## config.mk

```make
export PLATFORM = sky130hd
export DESIGN_NAME = mem_data_access
export DESIGN_NICKNAME = d
export VERILOG_FILES = /design/src/rtl/mem_data_access.sv
export SDC_FILE = /design/constraint.sdc
export NUM_CORES = 1
export LEC_CHECK = 0
export ABC_AREA = 1
export ABC_CLOCK_PERIOD_IN_PS = 1700
export BUFFER_PORTS_ARGS = -buffer_cell sky130_fd_sc_hd__buf_2
export CAP_MARGIN = 20
export CORE_MARGIN = 2
export CORE_UTILIZATION = 34
export DETAILED_ROUTE_END_ITERATION = 16
export PLACE_DENSITY_LB_ADDON = 0.25
export RECOVER_POWER = 100
export SLEW_MARGIN = 20
export SYNTH_ARGS = -nofsm -noshare
export SYNTH_HDL_FRONTEND = slang
export SYNTH_SLANG_ARGS = --single-unit
```

## constraint.sdc

```tcl
create_clock -name clk -period 1.7 [get_ports clk]
set_input_delay 0.255 -clock clk [delete_from_list [all_inputs] [get_ports clk]]
set_output_delay 0.255 -clock clk [all_outputs]
set_load 0.02 [all_outputs]
```

## src/rtl/mem_data_access.sv

```systemverilog
// MEM-stage data-bus access controller: request/addr_ok/data_ok handshake, load capture, stall and irq drain.
// Optional WAIT/CANCEL watchdog enabled by defining MEM_DATA_ACCESS_TIMEOUT_EN.
module mem_data_access #(
  parameter int TIMEOUT_CYCLES = 256,
  parameter int CNT_W          = 9
) (
  input  logic        clk,
  input  logic        rst,
  input  logic        mem_en,
  input  logic        mem_we,
  input  logic        irq,
  input  logic [31:0] ALU_result,
  input  logic [3:0]  byte_valid,
  input  logic [31:0] store_data,
  output logic        data_req,
  output logic        data_wr,
  output logic [1:0]  data_size,
  output logic [31:0] data_addr,
  output logic [3:0]  data_wstrb,
  output logic [31:0] data_wdata,
  input  logic        data_addr_ok,
  input  logic        data_data_ok,
  input  logic [31:0] data_rdata,
  output logic [31:0] mem_rdata,
  output logic        stall0,
  output logic        bus_err
);

  localparam logic [2:0] S_IDLE   = 3'd0;
  localparam logic [2:0] S_REQ    = 3'd1;
  localparam logic [2:0] S_WAIT   = 3'd2;
  localparam logic [2:0] S_DONE   = 3'd3;
  localparam logic [2:0] S_CANCEL = 3'd4;

  logic [2:0] state, state_nx;
  logic [1:0] req_size;
  logic       start;
  logic       expire;

  assign start = mem_en & ~irq;

  always_comb begin
    req_size = 2'd2;
    case (byte_valid)
      4'b0001, 4'b0010, 4'b0100, 4'b1000: req_size = 2'd0;
      4'b0011, 4'b1100:                   req_size = 2'd1;
      default:                            req_size = 2'd2;
    endcase
  end

`ifdef MEM_DATA_ACCESS_TIMEOUT_EN
  logic [CNT_W-1:0] wd_cnt;

  // An irq in WAIT takes the CANCEL path, so expiry there only counts without irq.
  assign expire = ((state == S_WAIT && !irq) || state == S_CANCEL) && !data_data_ok &&
                  (wd_cnt == CNT_W'(TIMEOUT_CYCLES - 1));

  always_ff @(posedge clk) begin
    if (rst)
      wd_cnt <= '0;
    else if ((state_nx == S_WAIT || state_nx == S_CANCEL) && state_nx != state)
      wd_cnt <= '0;
    else if (state == S_WAIT || state == S_CANCEL)
      wd_cnt <= wd_cnt + 1'b1;
  end
`else
  logic [31:0] unused_cfg;
  assign unused_cfg = TIMEOUT_CYCLES ^ CNT_W;
  assign expire     = 1'b0;
`endif

  assign bus_err  = expire;
  assign data_req = (state == S_REQ);
  // First MEM cycle already stalls, so the instruction never slips past an access.
  assign stall0   = (state == S_IDLE) ? start : (state != S_DONE);

  always_comb begin
    state_nx = state;
    case (state)
      S_IDLE:   if (start) state_nx = S_REQ;
      S_REQ: begin
        if (data_addr_ok) state_nx = irq ? S_CANCEL : S_WAIT;
        else if (irq)     state_nx = S_IDLE;
      end
      S_WAIT: begin
        if (data_data_ok) state_nx = irq ? S_IDLE : S_DONE;
        else if (irq)     state_nx = S_CANCEL;
        else if (expire)  state_nx = S_DONE;
      end
      S_DONE:   state_nx = S_IDLE;
      S_CANCEL: if (data_data_ok || expire) state_nx = S_IDLE;
      default:  state_nx = S_IDLE;
    endcase
  end

  always_ff @(posedge clk) begin
    if (rst) begin
      state      <= S_IDLE;
      data_wr    <= 1'b0;
      data_size  <= 2'd0;
      data_addr  <= 32'h0;
      data_wstrb <= 4'h0;
      data_wdata <= 32'h0;
      mem_rdata  <= 32'h0;
    end else begin
      state <= state_nx;
      if (state == S_IDLE && start) begin
        data_wr    <= mem_we;
        data_size  <= req_size;
        data_addr  <= (req_size == 2'd2) ? {ALU_result[31:2], 2'b00} : ALU_result;
        data_wstrb <= mem_we ? byte_valid : 4'h0;
        data_wdata <= store_data;
      end
      if (state == S_WAIT && !data_wr) begin
        if (data_data_ok && !irq) mem_rdata <= data_rdata;
        else if (expire)          mem_rdata <= 32'h0;
      end
    end
  end

endmodule

```

After elaboration in Yosys (flattened, before gate mapping) --
Index checks and enable logic that the tools add are counted.
Word-level totals: register bits 106, bits in latches 0, memory bits (writable) 0, memory bits (read-only) 0, input bits 107, output and inout port bits 106, word-level logic and storage cells 47, memories 0
Operators by class: add/subtract/negate cells 0, multipliers 0, div/mod/pow operators 0, magnitude comparators 0, eq/ne operators 15, shift operators 0, mux-type cells 13, bitwise gates (word level) 2, reductions and logical operators 10
Operator list (count):
- 3-bit 2-to-1 mux | 7
- 3-bit case mux with 4 select lines | 1
- 4-bit by 2-bit == test with 1-bit output, second input constant | 2
- 4-bit == test, second input constant | 2
- 3-bit by 2-bit != test with 1-bit output, second input constant | 2
- 4-bit by 1-bit == test with 1-bit output, second input constant | 1
- 4-bit by 3-bit == test with 1-bit output, second input constant | 1
- 2-bit 2-to-1 mux | 2
- 4-bit 2-to-1 mux | 1
- 2-bit != test, second input constant | 2
- 2-bit case mux with 2 select lines | 1
- 4-bit AND reduction | 1
- 4-bit OR reduction | 1
- 3-bit by 1-bit == test with 1-bit output, second input constant | 1
- 3-bit by 2-bit == test with 1-bit output, second input constant | 1
- 3-bit == test, second input constant | 1
- 1-bit logical AND | 3
- 3-bit zero test | 1
- 3-bit != test, second input constant | 1
- 2-bit == test, second input constant | 1
- 1-bit zero test | 2
- 2-bit AND reduction | 1
- 2-bit OR reduction | 1
- 1-bit bitwise AND | 1
- other kinds (2) | 2

Depth between registers and ports, before layout --
word-level depth 5, depth in mapped cells 9, gate-level depth less buffers 8

Least setup slack after synthesis --
No wires, ideal clock.
path kind flip-flop to flip-flop, start point register state[0], end point register state[2], setup time 0.064 ns, arrival 1.437 ns, data required time 1.636 ns, path slack 0.199 ns, stages on the path, launching flop included 7, buffers on the path 0, clock period less this slack 1.501 ns, cell sequence dfxtp_1 inv_1 nor3_1 nand3_1 nand2_1 nor2_1 nor2_1
On the way: word-level cells in the longest chain between the ends 3, elaborated cells on any way between the ends 10, classes of those cells eq/ne (7); mux (1); reduce/logical (2)
RTL lines:
- start, declared | RTL line 35 | logic [2:0] state, state_nx;
- start signal, assigned | RTL line 106 | state <= state_nx;
- 3-bit by 1-bit == test with 1-bit output (*)
- net data_req | RTL line 15 | output logic data_req,
- 3-bit by 2-bit != test with 1-bit output (no source line)
- 4-bit AND reduction (no source line)
The timed path passes the listed nets; every way through them passes the cells marked *. A chain may end at the register's enable or synchronous reset.

Worst setup path in the final report --
start point register state[2], end point output stall0
On the way: word-level cells in the longest chain between the ends 2, elaborated cells on any way between the ends 3, classes of those cells eq/ne (1); mux (1); reduce/logical (1)
RTL lines:
- 3-bit by 2-bit != test with 1-bit output / 3-bit zero test (equally long branches) | RTL line 75 | assign stall0 = (state == S_IDLE) ? start : (state != S_DONE);
- 1-bit 2-to-1 mux (*) | RTL line 75
- end, declared | RTL line 25 | output logic stall0,
Every way passes the cells marked *; elsewhere a longest branch is shown, timed or not.

==> flow_summary.yaml <==
critical_path:
  crit_chain: "buf_4 -> inv_6 -> nand3_4 -> buf_12 -> o211ai_1 -> buf_4"
  worst_path_max_delay_cell: "dfxtp_2"
  critical_path.max_stage_delay_ns: 0.32
  worstPathRequired_ns: 1.44
  cp_top_family: "buffers and inverters"
  crit_type: "reg2out"
  cpMostUsedCell: "buf_4"
  path_buf_inv: 4
  worstPathArrival_ns: 1.37
  crit_fanout: 5
  end_kind: "output port"
  worstSetupStartpointType: "register"
clock_tree:
  path_clk_slew_ns: 0.07
  insertion_delay_ns: 0.35
  clk_path_buf_depth: 2
  clockRootBuffer: "clkbuf_16"
  cts_sinks: 106
  holdBufCountCts: 0
  h-tree-depth: 3
  cts_made_buffers: 9
  cts_tree: "built"
timing:
  whs_ns: 0.148
  timing.final.ws_setup_ns: 0.0711
  setup_viol: 0
  relSlewSlack_pct: 50.4
  hold_violations: 0
  skew_ns: 0.00441
  fin_crit_sh_pct: 95.8
  fin_crit_ns: 1.63
  slew_violations: 0
  max_freq_mhz: 614
  worst-slew-pin-transition_ns: 0.744
  rsz0062_at_grt: "false"
global_routing:
  grt_pass1_vias: 3665
  grt_usage_pct: 17.3
  grt_max_degree: 71
  antenna_found_initial: 0
  grt_overflow: 0
  grt_pass1_wl_um: 17300
placed_design:
  dp_slack_ns: 0.0693
  hpwl_um: 7720
  io_buffers: 211
  gp_congestion: 0.914
synthesis:
  ys_ff_latch: 106
  synth_seq_area_share_pct: 54.6
  avgSynthCellArea_um2: 7.67
  yosys_warnings: 0
  synth_fp_nets: 614
  syn_area_mm2: 0.00389
  synth_cells: 507
  ys_types: 24
finish:
  area_growth_pct: 35.8
  diodes: 0
  nets: 817
  fin_util_pct: 46.8
  fillerInstances: 1194
  multi_input_area_mm2: 0.00152
  drive_above_1_share_pct: 20.7
  regArea_mm2: 0.00213
detailed_routing:
  first_pass_iters: 4
  vias_per_cell: 4.54
  wirelength_um: 10800
  drt_iter0_markers: 259
  vias: 3891
  ant_nets: 0
  wire_per_inst_um: 12.6
  drc_errors: 0
floorplanning:
  rows: 39
  core_mm2: 0.0113
  die_x_um: 111
  die_area_mm2: 0.0123
  io_pins: 213
  initial_core_util_pct: 34.5
  die_h_um: 111
pwr:
  power.share.clock_pct: 31.6
  pwr-share-seq_pct: 43.7
  p_switching_uw: 2070
  swShare_pct: 31.7
  p_per_area_mw_per_mm2: 1240
  p_leak_uw: 0.00218
  p_comb_share_pct: 24.7
  p_int_uw: 4460
  finalPower_uw: 6530
  max-vdd-ir-drop_mv: 0.601
worst_hold_path:
  hp-class: "in2reg"
job:
  maxCapViolCount: 0
run_status:
  outcome: "complete, no violations"
layout make-up:
type / count / share of cell area, %
Sequential cell: 106 / 40.3
Inverter: 18 / 1.47
Multi-Input combinational cell: 351 / 28.8
Timing Repair Buffer: 224 / 20.5
Clock inverter: 4 / 0.995
Tap cell: 143 / 3.39
Clock buffer: 11 / 4.60
worst reg2reg max path, cell delays in order, from the launching register on:
cell	delay, ns
dfxtp_2	0.32
buf_4	0.15
inv_6	0.07
nand3_4	0.10
inv_2	0.26
clkbuf_4	0.35
nand2_1	0.09
a21oi_1	0.13
routing by layer:
layer / GRT usage, % / routed length [µm]
met3: 6.89 / 1060
met2: 27.8 / 4900
met5: 0 / 0
met4: 7.00 / 178
met1: 20.6 / 4670
kinds of logic (layout without fill, tap and decap cells):
group	Yosys count	count (layout)	synth area share, %
buffers and inverters	50	257	6.57
other	1	1	0.0965
DFF	106	106	54.6
AOI/OAI and AO/OA	105	105	13.6
and+or+nand+nor	245	245	25.1
power by group through the flow:
stage	logic, µW	clock network [µW]	registers, µW
floorplan	785	0	3150
global placement	1570	0	2890
detailed placement	1590	0	2900
CTS	1630	2130	2850
global route	1810	2210	2880
finish	1620	2060	2850
Yosys cell counts:
library cell	n	area, µm²
nand2_1	156	586
dfxtp_1	106	2120
nor2_1	75	282
a21oi_1	70	350
o21ai_0	33	165
inv_1	13	48.8
clkbuf_1	11	41.3
buf_2	8	40.0
buf_4	6	45.0
nand3_1	6	30.0
buf_6	4	45.0
inv_2	4	15.0
clkbuf_2	3	15.0
nand4_1	2	12.5
clkinv_2	1	5.00
conb_1	1	3.75
nand3_4	1	17.5
nand3b_2	1	11.3
nor2_2	1	6.26
nor2_4	1	11.3
nor3_1	1	5.00
nor3_4	1	16.3
o211ai_1	1	7.51
o22ai_1	1	6.26
layout by cell type (no fill, tap or decap), types with 2 or more instances in the layout:
cell,Yosys,layout
nand4_1,2,2
nor2_2,1,2
nor3_2,0,2
nor2_1,75,74
clkbuf_4,0,2
dfxtp_2,0,3
a21oi_1,70,70
clkbuf_16,0,10
buf_12,0,3
buf_2,8,106
inv_2,4,2
clkbuf_1,11,105
buf_4,6,8
nand3_1,6,6
clkinv_4,0,2
o21ai_0,33,33
inv_6,0,2
dfxtp_1,106,103
inv_1,13,14
nand2_1,156,156
per-stage QoR:
step	instance area (µm²)	TNS, ns	std cells
after floorplan	3890	0	507
after global placement	5030	0	837
after detailed placement	5030	0	837
after CTS	5350	-0.0262	852
after global routing	5280	0	857
final	5280	0	857
timing repair:
action                     in CTS  in global routing
setup buffers                   0                  4
setup endpoints to repair       2                 33
cloned                          0                  1
gates resized for setup         7                  7
state kept, by name, indices dropped and copies added, names as in the netlist:
| register | cells |
|---|---|
| data_addr | 32 |
| data_size | 2 |
| data_wdata | 32 |
| data_wr | 1 |
| data_wstrb | 4 |
| mem_rdata | 32 |
| state | 3 |
path summary, 6_finish.rpt:
check                                                  from                          end  slack (ns)  cells past startpoint
worst min-delay path                         store_data[24]  data_wdata[24]$_SDFFE_PP0P_        0.15                      3
worst max register to register        state[2]$_SDFFE_PP0P_  data_wdata[14]$_SDFFE_PP0P_        0.15                      7
worst min register to register  data_wdata[10]$_SDFFE_PP0P_  data_wdata[10]$_SDFFE_PP0P_        0.46                      2
worst max-delay path                  state[2]$_SDFFE_PP0P_                       stall0        0.07                      6
Power figures use the tool's default switching activity.
